[config.mk]
export PLATFORM = sky130hd
export DESIGN_NAME = player_motion_ctrl
export DESIGN_NICKNAME = d
export VERILOG_FILES = /design/src/rtl/player_motion_ctrl.sv
export SDC_FILE = /design/constraint.sdc
export NUM_CORES = 1
export LEC_CHECK = 0
export CORE_ASPECT_RATIO = 1.1
export CORE_MARGIN = 5
export CORE_UTILIZATION = 60
export DETAILED_ROUTE_END_ITERATION = 16
export GPL_ROUTABILITY_DRIVEN = 1
export GPL_TIMING_DRIVEN = 0
export PLACE_DENSITY = 0.82
export REMOVE_ABC_BUFFERS = 1
export SLEW_MARGIN = 20
export SYNTH_ARGS = -nofsm -noshare
export SYNTH_HDL_FRONTEND = slang
export SYNTH_SLANG_ARGS = --single-unit
[constraint.sdc]
create_clock -name clk -period 7.1 [get_ports clk]
set_clock_uncertainty 0.05 [all_clocks]
set_input_delay 1.775 -clock clk [delete_from_list [all_inputs] [get_ports clk]]
set_output_delay 1.775 -clock clk [all_outputs]
set_load 0.1 [all_outputs]
[src/rtl/player_motion_ctrl.sv]
// player_motion_ctrl: per-frame sprite position, jump FSM and walk animation; optional PLAYER_MOTION_FACING_EN adds facing_left
module player_motion_ctrl #(
    parameter int X_MIN       = 1,
    parameter int X_MAX       = 894,
    parameter int Y_GROUND    = 430,
    parameter int JUMP_HEIGHT = 80,
    parameter int STEP_X      = 2,
    parameter int STEP_Y      = 4,
    parameter int ANIM_DIV    = 8,
    parameter int N_FRAMES    = 4
)(
    input  logic        clk,
    input  logic        rst,
    input  logic        vblnk,
    input  logic        enable,
    input  logic        btn_left,
    input  logic        btn_right,
    input  logic        btn_jump,
    output logic [10:0] xpos,
    output logic [10:0] ypos,
    output logic [1:0]  anim_frame,
    output logic [1:0]  state
`ifdef PLAYER_MOTION_FACING_EN
   ,output logic        facing_left
`endif
);
    typedef enum logic [1:0] {IDLE, WALK, RISE, FALL} state_t;
    localparam int DW = ANIM_DIV > 1 ? $clog2(ANIM_DIV) : 1;
    localparam logic [DW-1:0] DIV_MAX = DW'(ANIM_DIV - 1);
    localparam logic [1:0] FR_MAX = 2'(N_FRAMES - 1);
    localparam logic signed [11:0] XMN = 12'(X_MIN);
    localparam logic signed [11:0] XMX = 12'(X_MAX);
    localparam logic signed [11:0] SX = 12'(STEP_X);
    localparam logic signed [11:0] SY = 12'(STEP_Y);
    localparam logic signed [11:0] YGND = 12'(Y_GROUND);
    localparam logic signed [11:0] YTOP = 12'(Y_GROUND - JUMP_HEIGHT);
    state_t st;
    logic vblnk_d, tick, lr;
    logic [DW-1:0] div_cnt;
    logic signed [11:0] dx, nx, xc, yu, yd;
    assign state = st;
    // frame tick detection and next-position arithmetic in signed 12 bits so edges clamp instead of wrapping
    always_comb begin
        tick = vblnk & ~vblnk_d & enable;
        lr = btn_left ^ btn_right;
        dx = (btn_right & ~btn_left) ? SX : (btn_left & ~btn_right) ? -SX : 12'sd0;
        nx = $signed({1'b0, xpos}) + dx;
        xc = nx < XMN ? XMN : nx > XMX ? XMX : nx;
        yu = $signed({1'b0, ypos}) - SY;
        yd = $signed({1'b0, ypos}) + SY;
    end
    // all motion state advances once per enabled vblank rising edge
    always_ff @(posedge clk) begin
        if (rst) begin
            vblnk_d    <= 1'b0;
            xpos       <= 11'(X_MIN);
            ypos       <= 11'(Y_GROUND);
            anim_frame <= 2'd0;
            div_cnt    <= '0;
            st         <= IDLE;
        end else begin
            vblnk_d <= vblnk;
            if (tick) begin
                xpos <= xc[10:0];
                case (st)
                    IDLE: begin
                        st         <= btn_jump ? RISE : lr ? WALK : IDLE;
                        anim_frame <= 2'd0;
                        div_cnt    <= '0;
                    end
                    WALK: begin
                        st      <= btn_jump ? RISE : lr ? WALK : IDLE;
                        div_cnt <= div_cnt == DIV_MAX ? '0 : div_cnt + 1'b1;
                        if (div_cnt == DIV_MAX) anim_frame <= anim_frame == FR_MAX ? 2'd0 : anim_frame + 2'd1;
                    end
                    RISE: begin
                        ypos <= yu <= YTOP ? YTOP[10:0] : yu[10:0];
                        if (yu <= YTOP) st <= FALL;
                    end
                    FALL: begin
                        ypos <= yd >= YGND ? YGND[10:0] : yd[10:0];
                        if (yd >= YGND) st <= lr ? WALK : IDLE;
                    end
                endcase
            end
        end
    end
`ifdef PLAYER_MOTION_FACING_EN
    // facing follows the last single-direction press seen on an enabled tick
    always_ff @(posedge clk) begin
        if (rst) facing_left <= 1'b0;
        else if (tick && lr) facing_left <= btn_left;
    end
`endif
endmodule

* Word level (Yosys, flattened, before mapping)
Index checks and enable logic that the tools add are counted.
** Word-level totals
- Input port bits :: 7
- Output and inout port bits :: 26
- Bits in registers :: 30
- Word-level logic and storage cells :: 56
** Operators by class
- Add/sub/neg operators :: 5
- Equality and inequality tests :: 8
- Reductions and logical operators :: 8
- Mux-type cells :: 17
- $lt $le $gt $ge :: 4
- Bitwise operators :: 8
** Operator list (number)
- $mux 11 :: 4
- $mux 12 :: 2
- $pmux 11 s2 :: 1
- $add 11x3->12 const B :: 1
- $add 12x12->12 :: 1
- $ge 12x10->1 const B :: 1
- $gt 12x11->1 const B :: 1
- $le 12x10->1 const B :: 1
- $lt 12x2->1 const B :: 1
- $sub 11x3->12 const B :: 1
- $mux 2 :: 5
- $eq 2x2->1 const B :: 3
- $ne 2x2->1 const B :: 3
- $pmux 2 s3 :: 1
- $pmux 3 s2 :: 1
- $reduce_and 3->1 :: 2
- $and 1x1->1 :: 4
- $pmux 2 s2 :: 1
- $reduce_and 2->1 :: 2
- $reduce_bool 2->1 :: 2
- $add 3x1->3 const B :: 1
- $eq 3x3->1 const B :: 1
- $mux 3 :: 1
- $not 1->1 :: 3
- other kinds (6) :: 6

* Longest topological paths before layout
- Depth after elaboration :: 8
- Depth in mapped cells :: 14
- Depth with buffers taken out :: 13

* Least setup slack after synthesis
Ideal clock, no wire load.
- Path type :: in2reg
- Start :: input port btn_right
- End :: register xpos[3]
- Arrival :: 4.828 ns
- Data required time :: 6.928 ns
- Buffers on the path :: 1
- Stages :: 14
- Path slack :: 2.100 ns
- Setup time :: 0.122 ns
- Cells stage by stage :: inv_1 ha_1 inv_1 ha_1 fa_1 clkbuf_1 and4b_1 o31a_1 o211a_1 or4_4 a21oi_2 and4b_4 nor4b_4 a221o_1
** On the way
- Word-level cells in the longest chain between the ends :: 8
- Elaborated cells on any way between the ends :: 10
- Those cells by class :: add/sub: 1; order compare: 2; mux: 4; bitwise: 3
** RTL lines
- start, declared :: RTL line 17 : input logic btn_right,
- $not 1->1 :: RTL line 46 : dx = (btn_right & ~btn_left) ? SX : (btn_left & ~btn_right) ? -SX : 12'sd0;
- $and 1x1->1 :: RTL line 46
- $mux 12 :: RTL line 46
- $mux 12 (*) :: RTL line 46
- $add 12x12->12 (*) :: RTL line 47 : nx = $signed({1'b0, xpos}) + dx;
- $gt 12x11->1 :: RTL line 48 : xc = nx < XMN ? XMN : nx > XMX ? XMX : nx;
- $mux 11 :: RTL line 48
- $mux 11 (*) :: RTL line 48
- end signal, assigned :: RTL line 56 : xpos <= 11'(X_MIN);
- end signal, assigned :: RTL line 64 : xpos <= xc[10:0];
- end, declared :: RTL line 19 : output logic [10:0] xpos,
Every way passes the cells marked *; elsewhere a longest branch is shown, timed or not.
A chain may end at the register's enable or synchronous reset.

* Worst setup path in the final report
- Start :: input port btn_right
- End :: register xpos[6]
The elaborated chain is that of the path after synthesis.

==> results.txt <==
Max Fclk: 180 MHz
Gr ovfl total: 0
Wire per inst: 16.2 um
Remaining DRCs: 0
Detail Route Antenna Nets: 0
Final Instance Count excl. Fillers: 413
Buffers on Ports: 31
GRT Max-Usage Layer: met2
First-pass GRT wire length: 11700 um
TritonCTS clock tree: yes
GRT met3 Usage: 0.0554
Peak supply drop: 120 uV
Post-synthesis sequential area ratio: 0.219
Initial DRC Count: 156
Die Y: 79.7 um
Delay-heaviest family, CP: compound AO/OA/AOI/OAI gates
CTS sink cnt: 29
RSZ-0062 raised after global routing: false
Final wirelength: 6680 um
GRT Util Overall: 0.246
Area Growth Syn to Fin: 12.3%
Max-cap violation count: 0
Worst-Margin Slew: 0.978 ns
CTS root buffer: clkbuf_8
Detailed Place HPWL: 4750 um
Fillers: 375
Main synth FF type: dfxtp_1
Global routing usage on met2: 0.419
Crit path largest cell delay: 0.55 ns
Fin nets: 378
Initial antenna violation count: 0
Avg Inst Size Synth: 7.54 um^2
Syn. warnings: 0
Async SR Flop Fraction: 0
Via/cell ratio: 6.51
DR pass1 iterations: 4
WP data arrival: 5.67 ns
Die ar.: 5840 um^2
Worst-path cell chain: clkdlybuf4s50_1, inv_1, ha_1, inv_1, ha_1, fa_1, and4b_1, o31a_1, o211a_1, or4_4, a21oi_1, a21oi_1, o21bai_1, a211o_1
Power Density: 141 nW/um^2
Cell type with the largest total area after synthesis: dfxtp_1
Skew-Pair Late Insertion Delay: 0.28 ns
Commonest non-fill, non-tap cells in the layout: a21oi_1 (30), clkdlybuf4s50_1 (30), dfxtp_1 (29)
Final Slew Violations: 0
Final worst path period share: 0.782
Mapped Area: 2650 um^2
Setup TNS: 0 ns
Status: complete, no violations
H-tree levels: 2
Ratio of cells with drive above 1 in the final layout: 0.0557
Setup Viol. Count Final: 0
Die X: 73.3 um
Tightest Hold Check Type: reg -> reg
Crit. End Element: flip-flop
Total CTS buffers: 5
Cts hold-fix bufs: 0
Count of cell types in the netlist: 72
Final Worst Setup Slack: 1.55 ns
Placed Instances: 406
Clock Tree Buf Depth: 2
Placed cell areas: 2890 um^2
Core Box Area: 4290 um^2
Gpl congestion: 0.938
Worst EP required: 7.22 ns
Register Area: 581 um^2
Rel. slew slack: 0.346
Worst Path Class, Setup: in -> reg
Vias in the first global route: 2595
Lkg Pwr: 1.12 nW
Buf/Inv on CP: 3
Min Tclk post-route: 5.55 ns
Row count: 25
Max FO, Critical Path: 8
Seq cells post-synth: 29
Multi-input gate area: 1900 um^2
Pin count of the biggest net entering global routing: 36
Design area: 2970 um^2
Initial Utilization: 0.618
Post-CTS setup buffers: 0
Critical path's slowest cell: fa_1
Worst-path clk slew: 0.06 ns
Final Core Density: 0.694
Post-CTS Resized: 0
Synth top area share: 0.219
Post-synth EDFFs: 0
Total power: 0.419 mW
Critical Path Start Type: primary input
Cells after Synth: 351
N_diodes: 0
Met1 track demand over resource: 0.288
Hold WS: 0.428 ns
Area contributors post-synth: dfxtp_1 (22%), a21oi_1 (5.7%), ha_1 (5.2%), o21ai_0 (4.3%), nand2_1 (3.7%)
Hold Fails Final Rpt: 0
DR vias: 2690
IO Count: 33
Setup Slack @ Placement: 1.32 ns
[state kept, by name, indices dropped and copies added (netlist names)]
name	flops
vblnk_d	1
xpos	11
ypos	10
state	2
div_cnt	3
anim_frame	2
[metal layers]
layer	vias up	routed length, um
li1	1332	-
met1	1256	2880
met2	86	3300
met3	16	363
met4	0	135
met5	-	0
[worst reg2reg max path, delay by kind of cell (launching register included)]
kind	cells	cell delay [ns]
adders and majority gates	2	0.81
DFF	1	0.33
AOI/OAI and AO/OA	6	1.39
and+or+nand+nor	2	0.81
[power by group]
part           switching, mW  internal [mW]  total (mW)  leakage [nW]
Sequential            0.0105          0.167       0.177         0.235
Combinational         0.0679         0.0349       0.103         0.842
Clock                 0.0621         0.0768       0.139        0.0443
Total                  0.141          0.278       0.419          1.12
[area by class of cell]
type,count,share of cell area
multi-input cells,282,0.638
flip-flops and latches,29,0.195
repair buffers,31,0.103
clock buffers,7,0.0290
well taps,54,0.0227
inverters,10,0.0126
[cells in the mapped netlist (3+ instances only)]
| master | number |
|---|---|
| and2_1 | 4 |
| xor2_1 | 6 |
| o211ai_1 | 6 |
| nor2_1 | 21 |
| nor3_1 | 16 |
| inv_1 | 10 |
| nand4_1 | 6 |
| nor4b_1 | 3 |
| xnor2_1 | 7 |
| a21o_1 | 3 |
| nand2_1 | 26 |
| a221o_1 | 3 |
| a21oi_1 | 30 |
| o21bai_1 | 6 |
| a31oi_1 | 4 |
| o211a_1 | 3 |
| nor2b_1 | 7 |
| clkbuf_1 | 23 |
| o21ai_0 | 23 |
| nand4b_1 | 4 |
| a41oi_1 | 3 |
| dfxtp_1 | 29 |
| and3_1 | 5 |
| nor3b_1 | 5 |
| a22o_1 | 4 |
| and4b_1 | 3 |
| nor4_1 | 6 |
| nand3_1 | 11 |
| buf_2 | 3 |
| ha_1 | 11 |
| mux2i_1 | 3 |
| or2_0 | 3 |
| nand2b_1 | 5 |
| a211o_1 | 3 |
[final timing paths]
path / from / to / slack (ns) / cells past startpoint
worst min register to register: ypos[1] / ypos[1] / 0.43 / 2
worst min-delay path: ypos[1] / ypos[1] / 0.43 / 2
worst max-delay path: btn_right / xpos[6] / 1.55 / 14
worst max register to register: xpos[1] / xpos[6] / 3.59 / 10
[cells by family after synthesis]
kind of cell	count (synthesis)	synth area share
simple gates	140	0.308
compound gates	113	0.292
buf+inv	40	0.0652
flops	29	0.219
xor+xnor	13	0.0430
fa+ha+maj	12	0.0595
mux	3	0.0113
other cells	1	0.00142
No activity file was read; power rests on OpenSTA's default activity.
